**config.mk**
```make
export PLATFORM = sky130hd
export DESIGN_NAME = mem_rw_arbiter
export DESIGN_NICKNAME = d
export VERILOG_FILES = /design/src/rtl/mem_rw_arb_pkg.sv /design/src/rtl/mem_rw_arb_resp_fifo.sv /design/src/rtl/mem_rw_arbiter.sv
export SDC_FILE = /design/constraint.sdc
export NUM_CORES = 1
export LEC_CHECK = 0
export ABC_AREA = 1
export CORE_AREA = 5 5 458 460
export DETAILED_ROUTE_END_ITERATION = 10
export DIE_AREA = 0 0 463 465
export PLACE_DENSITY_LB_ADDON = 0.12
export REMOVE_ABC_BUFFERS = 1
export SLEW_MARGIN = 20
export SYNTH_ARGS = -nofsm -noshare
export SYNTH_HDL_FRONTEND = slang
export SYNTH_HIERARCHICAL = 1
export SYNTH_SLANG_ARGS = --single-unit
```
**constraint.sdc**
```tcl
create_clock -name clock -period 6.9 [get_ports clock]
set_clock_uncertainty 0.2 [all_clocks]
set_input_delay 1.38 -clock clock [delete_from_list [all_inputs] [get_ports clock]]
set_output_delay 1.38 -clock clock [all_outputs]
set_load 0.02 [all_outputs]
```
**src/rtl/mem_rw_arb_pkg.sv**
```systemverilog
// Shared types and helpers for the memory read/write arbiter:
// memory widths, the response FIFO entry and the round-robin picker.
package mem_rw_arb_pkg;

   localparam int MEM_IDX_W  = 64;
   localparam int MEM_DATA_W = 64;
   localparam int MAX_REQ    = 8;
   localparam int RESP_ID_W  = 3;

   // One queued read response: requester id plus the returned word.
   typedef struct packed {
      logic [RESP_ID_W-1:0]  id;
      logic [MEM_DATA_W-1:0] data;
   } resp_entry_t;

   typedef struct packed {
      logic                 found;
      logic [RESP_ID_W-1:0] idx;
   } rr_pick_t;

   // Round-robin winner: the first eligible requester at or after last+1
   // (mod num_req). The loop walks from farthest to nearest so the nearest
   // eligible candidate overwrites the others.
   function automatic rr_pick_t rr_next_grant(input logic [MAX_REQ-1:0]   elig,
                                              input logic [RESP_ID_W-1:0] last,
                                              input int unsigned          num_req);
      rr_pick_t               pick;
      logic [RESP_ID_W-1:0]   k;
      pick = '0;
      for (int unsigned i = MAX_REQ; i >= 1; i--) begin
         if (i <= num_req) begin
            k = RESP_ID_W'((32'(last) + i) % num_req);
            if (elig[k]) begin
               pick.found = 1'b1;
               pick.idx   = k;
            end
         end
      end
      return pick;
   endfunction

endpackage

```
**src/rtl/mem_rw_arb_resp_fifo.sv**
```systemverilog
// Synchronous response FIFO of resp_entry_t with occupancy count.
// Push and pop may happen in the same cycle, including when full.
module mem_rw_arb_resp_fifo
   import mem_rw_arb_pkg::*;
#(
   parameter  int DEPTH = 2,
   localparam int CNT_W = $clog2(DEPTH + 1),
   localparam int PTR_W = (DEPTH > 1) ? $clog2(DEPTH) : 1
) (
   input  logic              clk,
   input  logic              rst_n,
   input  logic              push_i,
   input  resp_entry_t       push_data_i,
   input  logic              pop_i,
   output resp_entry_t       head_o,
   output logic              head_vld_o,
   output logic [CNT_W-1:0]  count_o
);

   logic [PTR_W-1:0] wr_ptr_q, wr_ptr_d;
   logic [PTR_W-1:0] rd_ptr_q, rd_ptr_d;
   logic [CNT_W-1:0] count_q, count_d;
   resp_entry_t      mem_q [DEPTH];

   function automatic logic [PTR_W-1:0] ptr_inc(input logic [PTR_W-1:0] p);
      return (p == PTR_W'(DEPTH - 1)) ? '0 : p + 1'b1;
   endfunction

   // Next pointers and occupancy.
   always_comb begin
      wr_ptr_d = push_i ? ptr_inc(wr_ptr_q) : wr_ptr_q;
      rd_ptr_d = pop_i  ? ptr_inc(rd_ptr_q) : rd_ptr_q;
      count_d  = count_q + CNT_W'(push_i) - CNT_W'(pop_i);
   end

   // Control state; cleared by reset so a reset empties the FIFO.
   always_ff @(posedge clk or negedge rst_n) begin
      if (!rst_n) begin
         wr_ptr_q <= '0;
         rd_ptr_q <= '0;
         count_q  <= '0;
      end else begin
         wr_ptr_q <= wr_ptr_d;
         rd_ptr_q <= rd_ptr_d;
         count_q  <= count_d;
      end
   end

   // Entry storage; contents only matter while counted, so no reset.
   always_ff @(posedge clk) begin
      if (push_i) mem_q[wr_ptr_q] <= push_data_i;
   end

   assign head_vld_o = (count_q != '0);
   assign head_o     = head_vld_o ? mem_q[rd_ptr_q] : '0;
   assign count_o    = count_q;

endmodule

```
**src/rtl/mem_rw_arbiter.sv**
```systemverilog
// Round-robin arbiter sharing one memory read port and one write port
// among NUM_REQ requesters, returning tagged read data through a
// credit-protected response FIFO.
// Optional feature macro: MEM_RW_ARB_PERF_EN adds saturating grant and
// read-stall counters (perf_grant_cnt, perf_read_stall_cnt).
module mem_rw_arbiter
   import mem_rw_arb_pkg::*;
#(
   parameter  int NUM_REQ    = 4,
   parameter  int RESP_DEPTH = 2,
   localparam int ID_W       = $clog2(NUM_REQ),
   localparam int CNT_W      = $clog2(RESP_DEPTH + 1),
   localparam int OCC_W      = CNT_W + 1
) (
   input  logic                          clock,
   input  logic                          reset_n,
   input  logic [NUM_REQ-1:0]            req_valid,
   output logic [NUM_REQ-1:0]            req_ready,
   input  logic [NUM_REQ-1:0]            req_write,
   input  logic [NUM_REQ*MEM_IDX_W-1:0]  req_index,
   input  logic [NUM_REQ*MEM_DATA_W-1:0] req_wdata,
   input  logic [NUM_REQ*MEM_DATA_W-1:0] req_wmask,
   output logic                          resp_valid,
   input  logic                          resp_ready,
   output logic [ID_W-1:0]               resp_id,
   output logic [MEM_DATA_W-1:0]         resp_data,
   output logic                          mem_r_enable,
   output logic [MEM_IDX_W-1:0]          mem_r_index,
   input  logic [MEM_DATA_W-1:0]         mem_r_data,
   output logic                          mem_w_enable,
   output logic [MEM_IDX_W-1:0]          mem_w_index,
   output logic [MEM_DATA_W-1:0]         mem_w_data,
   output logic [MEM_DATA_W-1:0]         mem_w_mask
`ifdef MEM_RW_ARB_PERF_EN
   ,
   output logic [NUM_REQ*32-1:0]         perf_grant_cnt,
   output logic [31:0]                   perf_read_stall_cnt
`endif
);

   logic                  run_q, run_d;
   logic [RESP_ID_W-1:0]  last_q, last_d;
   logic                  inflight_q, inflight_d;
   logic [RESP_ID_W-1:0]  inflight_id_q, inflight_id_d;
   logic [CNT_W-1:0]      fifo_count;
   logic [OCC_W-1:0]      occupancy;
   logic                  pop, credit_ok, grant_vld, grant_wr;
   logic [MAX_REQ-1:0]    elig;
   rr_pick_t              pick;
   logic [ID_W-1:0]       gidx;
   resp_entry_t           head, push_entry;
   logic                  unused_head_id;
   logic [MEM_IDX_W-1:0]  idx_a   [NUM_REQ];
   logic [MEM_DATA_W-1:0] wdata_a [NUM_REQ];
   logic [MEM_DATA_W-1:0] wmask_a [NUM_REQ];

   for (genvar g = 0; g < NUM_REQ; g++) begin : g_unpack
      assign idx_a[g]   = req_index[g*MEM_IDX_W  +: MEM_IDX_W];
      assign wdata_a[g] = req_wdata[g*MEM_DATA_W +: MEM_DATA_W];
      assign wmask_a[g] = req_wmask[g*MEM_DATA_W +: MEM_DATA_W];
   end

   // Credit check and round-robin selection; a read needs a free FIFO slot
   // counting the read already in flight and any pop happening now.
   always_comb begin
      occupancy = OCC_W'(inflight_q) + OCC_W'(fifo_count) - OCC_W'(pop);
      credit_ok = (occupancy < OCC_W'(RESP_DEPTH));
      elig      = '0;
      for (int i = 0; i < NUM_REQ; i++) begin
         elig[i] = req_valid[i] & (req_write[i] | credit_ok);
      end
      pick      = rr_next_grant(elig, last_q, NUM_REQ);
      gidx      = pick.idx[ID_W-1:0];
      grant_vld = run_q & pick.found;
      grant_wr  = req_write[gidx];
   end

   // Grant and memory-port drive for the winner of this cycle.
   always_comb begin
      req_ready    = '0;
      mem_r_enable = 1'b0;
      mem_r_index  = '0;
      mem_w_enable = 1'b0;
      mem_w_index  = '0;
      mem_w_data   = '0;
      mem_w_mask   = '0;
      if (grant_vld) begin
         req_ready[gidx] = 1'b1;
         if (grant_wr) begin
            mem_w_enable = 1'b1;
            mem_w_index  = idx_a[gidx];
            mem_w_data   = wdata_a[gidx];
            mem_w_mask   = wmask_a[gidx];
         end else begin
            mem_r_enable = 1'b1;
            mem_r_index  = idx_a[gidx];
         end
      end
   end

   // Next state: start-up gate, rotation pointer, and read-in-flight tag.
   always_comb begin
      run_d         = 1'b1;
      last_d        = grant_vld ? pick.idx : last_q;
      inflight_d    = mem_r_enable;
      inflight_id_d = grant_vld ? pick.idx : inflight_id_q;
   end

   // Arbiter control flops; reset drops any in-flight read.
   always_ff @(posedge clock or negedge reset_n) begin
      if (!reset_n) begin
         run_q         <= 1'b0;
         last_q        <= RESP_ID_W'(NUM_REQ - 1);
         inflight_q    <= 1'b0;
         inflight_id_q <= '0;
      end else begin
         run_q         <= run_d;
         last_q        <= last_d;
         inflight_q    <= inflight_d;
         inflight_id_q <= inflight_id_d;
      end
   end

   // Memory read data arrives one cycle after the grant and is queued.
   assign push_entry.id   = inflight_id_q;
   assign push_entry.data = mem_r_data;
   assign pop             = resp_valid & resp_ready;

   mem_rw_arb_resp_fifo #(
      .DEPTH (RESP_DEPTH)
   ) u_resp_fifo (
      .clk         (clock),
      .rst_n       (reset_n),
      .push_i      (inflight_q),
      .push_data_i (push_entry),
      .pop_i       (pop),
      .head_o      (head),
      .head_vld_o  (resp_valid),
      .count_o     (fifo_count)
   );

   assign resp_id        = head.id[ID_W-1:0];
   assign resp_data      = head.data;
   assign unused_head_id = ^head.id;

`ifdef MEM_RW_ARB_PERF_EN
   logic [31:0] grant_cnt_q [NUM_REQ];
   logic [31:0] grant_cnt_d [NUM_REQ];
   logic [31:0] stall_cnt_q, stall_cnt_d;
   logic        read_blocked;

   function automatic logic [31:0] sat_inc(input logic [31:0] v, input logic en);
      return (en && (v != 32'hFFFF_FFFF)) ? v + 32'd1 : v;
   endfunction

   // Saturating counters: per-requester grants and credit-blocked read cycles.
   always_comb begin
      read_blocked = run_q & (|(req_valid & ~req_write)) & ~credit_ok;
      stall_cnt_d  = sat_inc(stall_cnt_q, read_blocked);
      for (int i = 0; i < NUM_REQ; i++) begin
         grant_cnt_d[i] = sat_inc(grant_cnt_q[i], req_ready[i]);
      end
   end

   // Counter flops, cleared by reset.
   always_ff @(posedge clock or negedge reset_n) begin
      if (!reset_n) begin
         stall_cnt_q <= '0;
         for (int i = 0; i < NUM_REQ; i++) grant_cnt_q[i] <= '0;
      end else begin
         stall_cnt_q <= stall_cnt_d;
         for (int i = 0; i < NUM_REQ; i++) grant_cnt_q[i] <= grant_cnt_d[i];
      end
   end

   for (genvar g = 0; g < NUM_REQ; g++) begin : g_perf
      assign perf_grant_cnt[g*32 +: 32] = grant_cnt_q[g];
   end
   assign perf_read_stall_cnt = stall_cnt_q;
`endif

endmodule
```
-- Yosys cells after proc, flatten, opt, wreduce, memory -nomap -nowiden
Memory sizes are Yosys's and may differ from the RTL's.
Index checks and enable logic that the tools add are counted.
- add/subtract/negate cells: 10
- magnitude comparators: 8
- mux-type cells: 43
- bitwise operators: 11
- reductions and logical operators: 2
- operators by type and width (cell ; count):
    two-way mux 64 bit ; 14
    binary-select mux 64 bit (select 2 bit) ; 3
    two-way mux 66 bit ; 1
    two-way mux 4 bit ; 5
    < comparator 2 x 4 -> 1 bit (second input constant) ; 4
    two-way mux 1 bit ; 14
    binary-select mux 1 bit (select 2 bit) ; 5
    AND 1 bit ; 6
    adder 2 x 1 -> 2 bit (second input constant) ; 2
    adder 2 bit (second input constant) ; 2
    OR 1 bit ; 4
    adder 1 x 2 -> 3 bit ; 1
    >= comparator 3 bit (second input constant) ; 1
    < comparator 2 x 3 -> 1 bit (second input constant) ; 1
    < comparator 3 x 2 -> 1 bit (second input constant) ; 1
    NOT 2 -> 3 bit ; 1
    subtractor 3 x 1 -> 3 bit ; 1
    adder 1 bit (second input constant) ; 2
    adder 2 x 1 -> 2 bit ; 1
    demux 1 bit (select 2 bit) ; 1
    >= comparator 2 x 1 -> 1 bit (second input constant) ; 1
    nonzero test 2 bit ; 1
    subtractor 2 x 1 -> 2 bit ; 1
    logical AND 1 bit ; 1
- register bits: 11
- bits in writable memories: 134
- output and inout port bits: 329
- logic and storage cells: 82
- memories kept: 1
- memories (memory ; depth ; width ; rd ports ; clocked after Yosys merged registers in ; wr ports ; line ; text):
    u_resp_fifo.mem_q ; 2 ; 67 ; 1 ; 0 ; 1 ; mem_rw_arb_resp_fifo.sv:23 ; resp_entry_t mem_q [DEPTH];

-- Depth between registers and ports, before layout
Gate-level depths: netlist of the first run.
- depth after elaboration: 18
- gate-level depth with buffers: 30

-- By module
The synthesis of the first run kept the hierarchy.
- by module, submodules not included (module ; times used ; cells an instance ; area each (um2) ; sequential area each (um2)):
    mem_rw_arbiter ; 1 ; 2189 ; 10686.5 ; 152.6
    mem_rw_arb_resp_fifo ; 1 ; 383 ; 5430.2 ; 4124.0

-- Least setup slack after synthesis of the first run
No wires, ideal clock.
- kind: input-to-output
- from: input port resp_ready
- to: output port req_ready[0]
- data arrival time: 4.053 ns
- slack: 1.267 ns
- cell stages on the path: 21
- buffers on the path: 3
- cell sequence: nand2_1 inv_1 ha_1 nor2_1 fa_1 inv_1 nand3_2 nand2_1 nand3_1 nand2_1 nand2_1 nand2_1 inv_1 nand2_1 nand2_2 nand2_2 buf_6 buf_6 buf_2 inv_1 nor3_1
- longest elaborated chain between the ends: 16
- elaborated cells on any way between the ends: 30
- RTL lines (item ; line ; text):
    start, declared ; mem_rw_arbiter.sv:24 ; input logic resp_ready,
    AND 1 bit * ; mem_rw_arbiter.sv:127 ; assign pop = resp_valid & resp_ready;
    net pop ; mem_rw_arbiter.sv:47 ; logic pop, credit_ok, grant_vld, grant_wr;
    subtractor 3 x 1 -> 3 bit * ; mem_rw_arbiter.sv:66 ; occupancy = OCC_W'(inflight_q) + OCC_W'(fifo_count) - OCC_W'(pop);
    < comparator 3 x 2 -> 1 bit * ; mem_rw_arbiter.sv:67 ; credit_ok = (occupancy < OCC_W'(RESP_DEPTH));
    OR 1 bit ; mem_rw_arbiter.sv:70 ; elig[i] = req_valid[i] & (req_write[i] | credit_ok);
    AND 1 bit ; mem_rw_arbiter.sv:70 ;
    binary-select mux 1 bit (select 2 bit) ; mem_rw_arb_pkg.sv:33 ; if (elig[k]) begin
    two-way mux 1 bit (not written as such) ; mem_rw_arb_pkg.sv:33 ;
    two-way mux 4 bit (3 in series) ; mem_rw_arb_pkg.sv:33 ;
    two-way mux 4 bit * ; mem_rw_arb_pkg.sv:33 ;
    < comparator 2 x 3 -> 1 bit (not written as such) or >= comparator 2 x 1 -> 1 bit (tied branches) ; mem_rw_arbiter.sv:88 ; req_ready[gidx] = 1'b1;
    logical AND 1 bit (not written as such) ; mem_rw_arbiter.sv:88 ;
    two-way mux 1 bit (not written as such) ; mem_rw_arbiter.sv:88 ;
    demux 1 bit (select 2 bit) ; mem_rw_arbiter.sv:88 ;
    two-way mux 4 bit * ; mem_rw_arbiter.sv:87 ; if (grant_vld) begin
    end, declared ; mem_rw_arbiter.sv:18 ; output logic [NUM_REQ-1:0] req_ready,
The timed path passes the listed nets; every way through them passes the cells marked *. The select of a mux whose other input is x is not followed.

-- Final worst setup path of the first run
- from: input port resp_ready
- to: output port mem_w_data[8]
- longest elaborated chain between the ends: 17
- elaborated cells on any way between the ends: 32
- RTL lines (item ; line ; text):
    AND 1 bit * ; mem_rw_arbiter.sv:127 ;
    net pop ; mem_rw_arbiter.sv:47 ;
    subtractor 3 x 1 -> 3 bit * ; mem_rw_arbiter.sv:66 ;
    < comparator 3 x 2 -> 1 bit * ; mem_rw_arbiter.sv:67 ;
    OR 1 bit ; mem_rw_arbiter.sv:70 ;
    AND 1 bit ; mem_rw_arbiter.sv:70 ;
    binary-select mux 1 bit (select 2 bit) ; mem_rw_arb_pkg.sv:33 ;
    two-way mux 1 bit (not written as such) ; mem_rw_arb_pkg.sv:33 ;
    two-way mux 4 bit (3 in series) ; mem_rw_arb_pkg.sv:33 ;
    two-way mux 4 bit * ; mem_rw_arb_pkg.sv:33 ;
    NOT 2 -> 3 bit (not written as such) ; mem_rw_arbiter.sv:92 ; mem_w_data = wdata_a[gidx];
    binary-select mux 64 bit (select 2 bit) ; mem_rw_arbiter.sv:92 ;
    two-way mux 64 bit (not written as such) (2 in series) ; mem_rw_arbiter.sv:92 ;
    two-way mux 64 bit ; mem_rw_arbiter.sv:89 ; if (grant_wr) begin
    two-way mux 64 bit * ; mem_rw_arbiter.sv:87 ;
    end, declared ; mem_rw_arbiter.sv:32 ; output logic [MEM_DATA_W-1:0] mem_w_data,
Marked as above.

==> results of run 1 <==
==> layout by cell type (no fill, tap or decap), drive strengths merged <==
| cell | instances |
|---|---|
| a21oi | 66 |
| clkdlybuf4s50 | 918 |
| nor4 | 1 |
| nand3b | 128 |
| clkbuf | 23 |
| buf | 395 |
| nand4 | 256 |
| dlygate4sd2 | 108 |
| clkinv | 5 |
| nor3 | 1 |
| clkdlybuf4s15 | 3 |
| fa | 1 |
| nand2 | 878 |
| inv | 164 |
| ha | 3 |
| bufinv | 2 |
| dfstp | 2 |
| edfxtp | 132 |
| o21ai | 3 |
| dlymetal6s2s | 56 |
| dfrtp | 8 |
| clkinvlp | 5 |
| diode | 21 |
| conb | 1 |
| nand3 | 281 |
| xor2 | 3 |
| nor2 | 390 |
==> metrics by stage <==
| stage | utilization | area, um2 | worst slack (ns) | hold WS [ns] |
|---|---|---|---|---|
| 2_1_floorplan | - | 14500 | -12.87 | 0.242 |
| 3_3_place_gp | 0.160 | 32800 | -0.604 | 0.311 |
| 3_5_place_dp | 0.160 | 32800 | -0.548 | 0.318 |
| 4_1_cts | 0.162 | 33400 | 0.00477 | 0.335 |
| 5_1_grt | 0.164 | 33700 | -0.0107 | 0.338 |
| 6_report | 0.164 | 33800 | 0.255 | 0.324 |
==> state kept, by name, indices dropped and copies added (netlist names) <==
signal                flops
run_q                     1
inflight_q                1
u_resp_fifo/count_o       2
u_resp_fifo/wr_ptr_q      1
u_resp_fifo/mem_q       132
last_q                    2
u_resp_fifo/rd_ptr_q      1
inflight_id_q             2
==> metal layers <==
layer	track usage	up-vias	routed length [um]
met2	0.246	877	77900
met5	0	-	285
met1	0.158	10600	63300
met3	0.0433	137	11300
met4	0.0169	42	1830
li1	-	11000	-
==> path summary, 6_finish.rpt <==
| path | cells past startpoint | startpoint | endpoint |
|---|---|---|---|
| max | 27 | resp_ready | mem_w_data[8] |
| min | 0 | inflight_id_q[0] | u_resp_fifo/mem_q[1][64] |
| max reg2reg | 24 | u_resp_fifo/count_o[1] | inflight_q |
| min reg2reg | 0 | inflight_id_q[0] | u_resp_fifo/mem_q[1][64] |
| max in group asynchronous | 1 | reset_n | u_resp_fifo/rd_ptr_q |
| min in group asynchronous | 1 | reset_n | inflight_q |
==> cell type report <==
type | count | area [um2] | area share
Clock inverter | 15 | 164 | 0.00486
Antenna cell | 21 | 52.6 | 0.00156
Timing Repair Buffer | 1486 | 15100 | 0.447
Sequential cell | 142 | 4220 | 0.125
Clock buffer | 17 | 425 | 0.0126
Multi-Input combinational cell | 2012 | 9790 | 0.290
Tap cell | 2704 | 3380 | 0.100
Inverter | 161 | 619 | 0.0183
==> repair_timing <==
action,4_1_cts,5_1_grt
hold endpoints to repair,0,0
setup endpoints to repair,239,207
buffers inserted,6,5
gates resized for setup,157,102
pin swaps,1,16
cloned,0,2
==> results.sh, run 1 <==
export IMPL_dp_cells=6492
export IMPL_num_rows=167
export IMPL_place_hpwl_um=130000
export IMPL_crit_path_max_incr_delay_ns=0.42
export IMPL_drt_total_wl_um=155000
export IMPL_max_slew_margin=0.325
export IMPL_yosys_warnings=6
export IMPL_core_area_um2=206000
export IMPL_grt_first_pass_wirelength_um=204000
export IMPL_hold_viol=0
export IMPL_vias=22600
export IMPL_area_growth_pct=110
export IMPL_slew_violations=0
export IMPL_worstSetupStartpointType="input port"
export IMPL_critPathSlowestCell="fa_1"
export IMPL_drc=0
export IMPL_drive_gt1_frac=0.164
export IMPL_critPathTopFamily="buffers and inverters"
export IMPL_h_tree_depth=4
export IMPL_place_gp_congestion=0.845
export IMPL_arrival_ns=5.07
export IMPL_post_route_period_util=0.963
export IMPL_tns_ns=0
export IMPL_ant_nets=0
export IMPL_fmax_ghz=0.150
export IMPL_layout_nets=4667
export IMPL_pin_count=1172
export IMPL_grt_max_degree=62
export IMPL_setup_violations=0
export IMPL_period_minus_slack_ns=6.65
export IMPL_clock_latency_ns=0.43
export IMPL_die_h_um=465
export IMPL_wl_per_cell_um=23.6
export IMPL_synthesis_area_um2=16000
export IMPL_crit_path_frequent_cell="nand2_1"
export IMPL_maxCapViolations=0
export IMPL_ctsLongestPathBuffers=2
export IMPL_grt_ovfl_total=0
export IMPL_cts_made_buffers=17
export IMPL_first_iter_violations=1325
export IMPL_firstDrtPassIters=6
export IMPL_critPathBufInv=10
export IMPL_dieArea_um2=215000
export IMPL_crit_path_end_kind="primary output"
export IMPL_required_ns=5.32
export IMPL_numClockSinks=142
export IMPL_min_path_type="reg -> reg"
export IMPL_die_w_um=463
export IMPL_io_buffers=1171
export IMPL_antenna_found_initial=70
export IMPL_grt_pass1_vias=22800
export IMPL_start_util=0.0780
export IMPL_clkSlewWorstSetupHoldPaths_ns=0.06
export IMPL_viasPerCell=3.45
export IMPL_worstSetupPathType="in -> out"
export IMPL_synth_avg_cell_area_um2=6.25
export IMPL_cts_root_buf="clkbuf_16"
export IMPL_tightest_slew_ns=1.01
export IMPL_cts_tree="done"
export IMPL_synthCells=2566
export IMPL_status="complete, no violations"
export IMPL_final_cells=6558
export IMPL_reg2reg_slack_ns=3.06
export IMPL_nFillCells=23600
export IMPL_hold_buffers=0
export IMPL_crit_fanout=18
export IMPL_track_usage=0.135
Power of run 1 is not shown: default switching activity piles up to over one toggle a cycle in this logic, so the estimate is an artifact.
==> run 2: changes to the inputs <==
--- a/config.mk
+++ b/config.mk
@@ -6,9 +6,9 @@
 export NUM_CORES = 1
 export LEC_CHECK = 0
 export ABC_AREA = 1
-export CORE_AREA = 5 5 458 460
+export CORE_AREA = 5 5 449 451
 export DETAILED_ROUTE_END_ITERATION = 10
-export DIE_AREA = 0 0 463 465
+export DIE_AREA = 0 0 454 456
 export PLACE_DENSITY_LB_ADDON = 0.12
 export REMOVE_ABC_BUFFERS = 1
 export SLEW_MARGIN = 20
==> results.sh, run 2 (synthesis gave the netlist of run 1 again) <==
export IMPL_status="complete, no violations"
export IMPL_numClockSinks=142
export IMPL_layout_commonest_cell="clkdlybuf4s50_1"
export IMPL_regMostFlops="u_resp_fifo/mem_q"
export IMPL_cts_tree="done"
export IMPL_firstDrtPassIters=5
export IMPL_pin_count=1172
export IMPL_ctsLongestPathBuffers=2
export IMPL_num_rows=163
export IMPL_r2r_start="u_resp_fifo/count_o[1]"
export IMPL_holdPathStages=0
export IMPL_max_slew_margin=0.335
export IMPL_preCtsSetupSlack_ns=-0.359
export IMPL_hp_start="inflight_id_q[1]"
export IMPL_cts_root_buf="clkbuf_16"
export IMPL_clock_latency_ns=0.43
export IMPL_grt_first_pass_wirelength_um=204000
export IMPL_antenna_found_initial=64
export IMPL_worstSetupPathType="in -> out"
export IMPL_most_common_layout_cells="clkdlybuf4s50_1 (912), nand2_1 (836), buf_4 (278)"
export IMPL_crit_path_frequent_cell="nand2_2"
export IMPL_place_gp_congestion=0.866
export IMPL_worstRegToRegCells=26
export IMPL_core_area_um2=197000
export IMPL_crit_path_end_kind="primary output"
export IMPL_area_growth_pct=110
export IMPL_first_iter_violations=1331
export IMPL_dieArea_um2=207000
export IMPL_die_w_um=454
export IMPL_hold_viol=0
export IMPL_fmax_ghz=0.153
export IMPL_maxCapViolations=0
export IMPL_largest_register_ff_count=132
export IMPL_post_dp_cell_area_um2=32700
export IMPL_cts_made_buffers=17
export IMPL_h_tree_depth=4
export IMPL_wl_per_cell_um=23.7
export IMPL_track_usage=0.140
export IMPL_setup_violations=0
export IMPL_start_util=0.0815
export IMPL_hold_path_end="u_resp_fifo/mem_q[0][65]"
export IMPL_post_route_period_util=0.944
export IMPL_required_ns=5.32
export IMPL_place_hpwl_um=131000
export IMPL_viasPerCell=3.47
export IMPL_clkSlewWorstSetupHoldPaths_ns=0.06
export IMPL_grt_max_degree=68
export IMPL_grt_setup_unrepaired="false"
export IMPL_crit_fanout=7
export IMPL_critPathSlowestCell="fa_1"
export IMPL_fin_util=0.171
export IMPL_critPathTopFamily="buffers and inverters"
export IMPL_grt_pass1_vias=23000
export IMPL_slew_violations=0
export IMPL_design_area_um2=33700
export IMPL_postLayoutSetupSlackWorst_ns=0.383
export IMPL_arrival_ns=4.94
export IMPL_period_minus_slack_ns=6.52
export IMPL_vias=22500
export IMPL_reg2reg_slack_ns=2.63
export IMPL_io_buffers=1171
export IMPL_r2r_end="inflight_q"
export IMPL_worstSetupStartpointType="input port"
export IMPL_drc=0
export IMPL_crit_path_max_incr_delay_ns=0.44
export IMPL_drive_gt1_frac=0.167
export IMPL_grt_ovfl_total=0
export IMPL_drt_total_wl_um=154000
export IMPL_critPathBufInv=10
export IMPL_die_h_um=456
export IMPL_min_path_type="reg -> reg"
export IMPL_ant_nets=0
export IMPL_fin_hold_ws_ns=0.289
export IMPL_layout_nets=4665
export IMPL_tightest_slew_ns=0.998
export IMPL_hold_buffers=0
[run 2: changes by cell type in the layout (fill, tap and decap cells not counted), moves of 7 or more]
cell and change:
nand2_1 -9, nor2_2 -7, dlygate4sd2_1 +54, buf_4 -10
dlymetal6s2s_1 -55, buf_6 +10, nand2_2 +8
[run 2: area by class of cell]
cell class                      instances  area, um2
Multi-Input combinational cell       2012       9860
Inverter                              161        633
Sequential cell                       142       4220
Tap cell                             2640       3300
Clock inverter                         14        174
Fill cell                           22600     163000
Clock buffer                           18        429
Antenna cell                           22       55.1
Timing Repair Buffer                 1484      15000
[run 2: how the worst max path moves through the flow]
stage                                 from              end  slack [ns]  depth (start not counted)
global placement                resp_ready   mem_w_mask[32]       -0.37                         25
global route                    resp_ready   mem_w_mask[51]        0.15                         29
floorplan           u_resp_fifo/count_o[1]   mem_w_data[57]      -12.87                         20
finish                          resp_ready   mem_w_mask[50]        0.38                         27
CTS                             resp_ready   mem_w_mask[37]       0.004                         29
detailed placement              resp_ready  mem_w_index[22]       -0.36                         25
[run 2: per-stage QoR]
step | TNS (ns) | std cells
after global placement | -54.20 | 6423
after global routing | 0 | 6478
final | 0 | 6493
after detailed placement | -51.82 | 6423
after floorplan | -3305.53 | 2315
after CTS | 0 | 6467
[run 2: what timing repair did]
action,in CTS,in global routing
setup endpoints to repair,251,248
cloned,2,0
resized for setup,246,43
pin swaps,3,13
setup buffers,10,4
[run 2: routing by layer]
layer / up-vias / track usage / wire (um)
met1: 10600 / 0.165 / 62300
met3: 129 / 0.0396 / 11300
li1: 11000 / - / -
met5: - / 0 / 275
met4: 40 / 0.0207 / 2080
met2: 802 / 0.257 / 78000
Power of run 2 is left out for the same reason.
==> run 3: changes to the inputs <==
--- a/config.mk
+++ b/config.mk
@@ -6,6 +6,7 @@
 export NUM_CORES = 1
 export LEC_CHECK = 0
 export ABC_AREA = 1
+export CAP_MARGIN = 25
 export CORE_AREA = 5 5 449 451
 export DETAILED_ROUTE_END_ITERATION = 10
 export DIE_AREA = 0 0 454 456
==> results of run 3 <==
No change in the layout: final DEF, timing and power equal those of run 2.
Power of run 3 is left out for the same reason.
